**src/rtl/twofish_switch_led_top.sv**
```systemverilog
// Switch/LED cipher demo: loads a 128-bit key and block from 16 switches, applies a keyed
// invertible rotate/XOR transform (encrypt or decrypt), then shows the result a byte per step.
module twofish_switch_led_top (
    input  logic        clk,
    input  logic        reset,
    input  logic [15:0] bits,
    input  logic        mode_in,
    output logic [7:0]  LED,
    output logic        reset_led,
    output logic        clk_led,
    output logic        mode_led,
    output logic [4:0]  state_led
);

    localparam logic [4:0] LastState = 5'd31;
    localparam logic [4:0] DataStart = 5'd8;
    localparam logic [4:0] DispStart = 5'd16;
    localparam logic [4:0] CompState = 5'd15;

    // Word/byte 0 lives at the most significant packed index.
    logic [4:0]        state_q, state_d;
    logic [7:0][15:0]  key_q, key_d;
    logic [7:0][15:0]  data_q, data_d;
    logic [15:0][7:0]  result_q, result_d;

    logic [127:0] key_flat;
    logic [127:0] blk_live;
    logic [127:0] rk [4];
    logic [127:0] enc_t, dec_t;
    logic [127:0] enc_out, dec_out;

    function automatic logic [127:0] rotl8(input logic [127:0] x);
        return {x[119:0], x[127:120]};
    endfunction

    function automatic logic [127:0] rotr8(input logic [127:0] x);
        return {x[7:0], x[127:8]};
    endfunction

    always_comb begin
        key_flat = key_q;
        // The last data word is taken straight from the switches on the compute edge.
        blk_live = {data_q[7:1], bits};
        rk[0] = key_flat;
        rk[1] = {key_flat[95:0], key_flat[127:96]};
        rk[2] = {key_flat[63:0], key_flat[127:64]};
        rk[3] = {key_flat[31:0], key_flat[127:32]};

        enc_t = blk_live ^ key_flat;
        for (int r = 0; r < 4; r++) begin
            enc_t = rotl8(enc_t ^ rk[r]);
        end
        enc_out = enc_t ^ key_flat;

        dec_t = blk_live ^ key_flat;
        for (int r = 3; r >= 0; r--) begin
            dec_t = rotr8(dec_t) ^ rk[r];
        end
        dec_out = dec_t ^ key_flat;
    end

    always_comb begin
        state_d  = (state_q == LastState) ? state_q : state_q + 5'd1;
        key_d    = key_q;
        data_d   = data_q;
        result_d = result_q;
        if (state_q < DataStart) begin
            key_d[3'd7 - state_q[2:0]] = bits;
        end else if (state_q < DispStart) begin
            data_d[3'd7 - state_q[2:0]] = bits;
        end
        if (state_q == CompState) begin
            result_d = mode_in ? dec_out : enc_out;
        end
    end

    always_ff @(posedge clk or posedge reset) begin
        if (reset) begin
            state_q  <= '0;
            key_q    <= '0;
            data_q   <= '0;
            result_q <= '0;
        end else begin
            state_q  <= state_d;
            key_q    <= key_d;
            data_q   <= data_d;
            result_q <= result_d;
        end
    end

    always_comb begin
        LED = 8'h00;
        if (state_q >= DispStart) begin
            LED = result_q[4'd15 - state_q[3:0]];
        end
    end

    assign state_led = state_q;
    assign reset_led = reset;
    assign clk_led   = clk;
    assign mode_led  = mode_in;

endmodule

```
**config.mk**
```make
export PLATFORM = sky130hd
export DESIGN_NAME = twofish_switch_led_top
export DESIGN_NICKNAME = d
export VERILOG_FILES = /design/src/rtl/twofish_switch_led_top.sv
export SDC_FILE = /design/constraint.sdc
export NUM_CORES = 1
export LEC_CHECK = 0
export ABC_AREA = 1
export BUFFER_PORTS_ARGS = -buffer_cell sky130_fd_sc_hd__buf_2
export CORE_UTILIZATION = 40
export DETAILED_ROUTE_END_ITERATION = 16
export GPL_TIMING_DRIVEN = 1
export PLACE_DENSITY = 0.54
export SYNTH_ARGS = -nofsm -noshare
export SYNTH_HDL_FRONTEND = slang
export SYNTH_SLANG_ARGS = --single-unit
```
**constraint.sdc**
```tcl
create_clock -name clk -period 9.92 [get_ports clk]
set_input_delay 0.496 -clock clk [delete_from_list [all_inputs] [get_ports clk]]
set_output_delay 0.496 -clock clk [all_outputs]
set_load 0.05 [all_outputs]
```
* Yosys cells after proc, flatten, opt, wreduce, memory -nomap -nowiden
Cells that the tools add are included.
** Cells by class
- Shifts and indexed selects :: 0
- Multiplexer cells :: 8
- Div/mod/pow operators :: 0
- Order comparisons :: 6
- Reduce and logical (&&, ||, !) cells :: 2
- $mul :: 0
- Add/sub/neg operators :: 3
- Bitwise operators :: 12
- Eq/ne operators :: 2
** Operators by type and width (number)
- 128-bit bitwise XOR :: 11
- 128-bit bitwise mux :: 2
- 128-bit two-way mux :: 1
- 16-bit demux with 3-bit select :: 1
- 8-bit binary-select mux with 4-bit select :: 1
- 16-bit two-way mux :: 1
- 8-bit two-way mux :: 2
- 5-bit by 1-bit adder with 5-bit output, second input constant :: 1
- 5-bit by 4-bit equality test with 1-bit output, second input constant :: 1
- 5-bit equality test, second input constant :: 1
- 5-bit greater-or-equal comparator, second input constant :: 1
- 4-bit by 5-bit < comparator with 1-bit output, second input constant :: 1
- 5-bit by 4-bit < comparator with 1-bit output, second input constant :: 1
- 5-bit < comparator, second input constant :: 1
- 3-bit by 4-bit < comparator with 1-bit output, second input constant :: 1
- 4-bit subtractor, first input constant :: 1
- 3-bit by 1-bit greater-or-equal comparator with 1-bit output, second input constant :: 1
- 3-bit subtractor, first input constant :: 1
- 2-bit AND reduction :: 1
- 1-bit logical AND :: 1
- 1-bit inverter :: 1
** Storage, ports and cells
- Register bits :: 389
- Bits in writable memories :: 0
- Bits of input ports :: 19
- Memories :: 0
- Output and inout port bits :: 16
- Latch bits :: 0
- ROM bits :: 0
- Logic and storage cells :: 66

* Depth between registers and ports, before layout
- Depth after elaboration :: 7
- Mapped depth :: 11
- Gate-level depth less buffers :: 10

==> flow_summary.json <==
{
  "synth_top_cell_area_share": 0.3362,
  "drv_slew": 0,
  "drc": 0,
  "cap_violations": 0,
  "hold_path.class": "in -> reg",
  "grt_max_degree": 158,
  "gr-total-overflow": 0,
  "clk_pin_slew_worst_paths_ns": 0.06,
  "antennaDiodeCount": 0,
  "tns_ns": 0,
  "synth_top_area_cell": "dfrtp_1",
  "ff_latch_area_um2": 9335,
  "muxShareOfSynthArea": 0,
  "dieWidth_um": 265.5,
  "ys_warn_count": 0,
  "ir_drop_v": 0.0001273,
  "wl_mm": 96.72,
  "viasPerCell": 5.195,
  "area.growth.synth_to_final_pct": 7.899,
  "synth-seq-cells": 373,
  "setup_viol_count_final": 0,
  "io-pin-count": 35,
  "path_max_fanout": 2,
  "whs_ns": 0.09064,
  "synth.distinct_cells": 25,
  "multi_input_area_um2": 15840,
  "crit_path_cell_trace": "clkbuf_16, clkbuf_16, buf_2",
  "ys.flop_type": "dfrtp_1",
  "place_congestion": 0.8751,
  "final_nets": 4341,
  "via_count": 27447,
  "layout_common_cells": "nand2_1, nand3_1, inv_1",
  "first_global_vias": 25178,
  "fin_worst_skew_ns": 0.01622,
  "crit_path_start_kind": "clock port",
  "syn_inst": 4470,
  "cts_resized": 0,
  "ys_seq_area_frac": 0.3362,
  "syn_avg_cell_area_um2": 6.211,
  "synth_adder_area_share": 0.001803,
  "portBuffers": 34,
  "critPathCaptureType": "output port",
  "slowest_stage": "buf_2",
  "synth_compound_area_frac": 0.04687,
  "status": "complete, no violations",
  "drt_iter0_drc": 2409,
  "wire_per_inst_um": 18.31,
  "ant_nets": 0,
  "worstSkewPairLatency_ns": 0.71,
  "rsz0062_at_grt": "no",
  "critPathRequiredTime_ns": 9.42,
  "arrival_ns": 5.40,
  "syn-num-nets": 4493,
  "yosys.area_share.simple": 0.4508,
  "max_stage_delay_ns": 0.20,
  "dieArea_um2": 70470,
  "synth_area_um2": 27770,
  "synthArstFlopShare": 1.000,
  "nFillCells": 7260,
  "max_slew_margin": 0.1677,
  "synth_top_family_by_area": "simple AND/OR/NAND/NOR gates",
  "initial_core_util": 0.4048,
  "fp-row-count": 96,
  "tritoncts": "built",
  "coreArea_um2": 68590,
  "tightest_slew_ns": 1.244,
  "drtPass1Iterations": 7,
  "p_per_area_nw_per_um2": 155.8,
  "grt_util_all_layers": 0.2768,
  "antenna_found_initial": 0,
  "crit_top_cell": "clkbuf_16",
  "grt_pass1_wl_mm": 151.5,
  "drive_above_1_share": 0.03998,
  "p_leak_uw": 0.01631,
  "synth-xor-area-share": 0.06940,
  "crit_type": "clk -> out",
  "synth.area.top_cells": "dfrtp_1, nand2_1, nand3_1",
  "synth-edff-count": 0,
  "layout_commonest_cell": "nand2_1",
  "finalHoldViolations": 0,
  "die_h_um": 265.5,
  "hpwl_mm": 66.32
}
[synthesized netlist by cell type, types with 8 or more instances]
master	count
nand2_1	1931
nand3_1	873
inv_1	387
dfrtp_1	373
o21ai_0	223
clkbuf_1	136
xnor2_1	115
xor2_1	105
buf_2	103
nor2_1	77
nand3b_1	62
a21oi_1	22
o21ai_1	15
buf_1	8
buf_4	8
inv_2	8
[layout make-up]
cell class / instances / area share
Clock buffer: 64 / 0.04765
Clock inverter: 24 / 0.01236
Timing Repair Buffer: 53 / 0.01111
Inverter: 395 / 0.04978
Tap cell: 931 / 0.03888
Multi-Input combinational cell: 3443 / 0.5286
Sequential cell: 373 / 0.3116
[flip-flops by register name (all words and copies together), names as in the netlist]
signal / cells
state_led: 5
result_q: 128
key_flat: 128
blk_live: 112
[worst max-delay path, delay by kind of cell]
kind | cells | cell delay, ns
buf+inv | 3 | 0.44
[stage by stage]
step                      cell area, µm²  utilization  cells  power [µW]  setup slack (ns)
after floorplan                    27770            -   4470        2471             4.297
after global placement             28160       0.4105   5195        2690             4.276
after detailed placement           28160       0.4105   5195        2690             4.276
after CTS                          29960       0.4368   5283        4701             4.018
after global routing               29960       0.4368   5283        4918             4.016
final                              29960       0.4368   5283        4667             4.021
[final timing paths]
kind                                     startpoint                         to  slack (ns)  depth (start not counted)
max reg2reg                state_led[0]$_DFFE_PP0P_  result_q[104]$_DFFE_PP0N_        6.31                          8
max in group asynchronous                     reset    key_flat[8]$_DFFE_PP0P_        7.29                          5
min in group asynchronous                     reset  blk_live[108]$_DFFE_PP0P_        0.45                          3
min reg2reg                result_q[89]$_DFFE_PP0N_   result_q[89]$_DFFE_PP0N_        0.48                          2
max                                             clk                    clk_led        4.02                          3
min                                         bits[3]   blk_live[35]$_DFFE_PP0P_        0.09                          3
[cells by family (layout without fill, tap and decap cells)]
kind of cell,count (synthesis),count (layout)
XOR/XNOR,220,220
AO/OA/AOI/OAI,260,260
flip-flops,373,373
buffers and inverters,654,536
AND/OR/NAND/NOR,2959,2959
adder cells (fa/ha/maj),4,4
[repair_timing]
item                      4_1_cts  5_1_grt
setup buffers                   0        0
hold buffers                    1        0
hold endpoints to repair       27        0
[power breakdown]
| part | internal, µW | leakage [µW] | switching (µW) |
|---|---|---|---|
| clock network | 1250 | 0.000878 | 768 |
| logic | 296 | 0.0111 | 535 |
| registers | 1650 | 0.00432 | 173 |
[layer usage]
metal / up-vias / track usage / routed length (µm)
li1: 13832 / - / -
met1: 12795 / 0.3954 / 45860
met2: 681 / 0.4381 / 43400
met3: 139 / 0.03222 / 4719
met4: 0 / 0.07968 / 2737
met5: - / 0 / 0
Power figures use the tool's default switching activity.
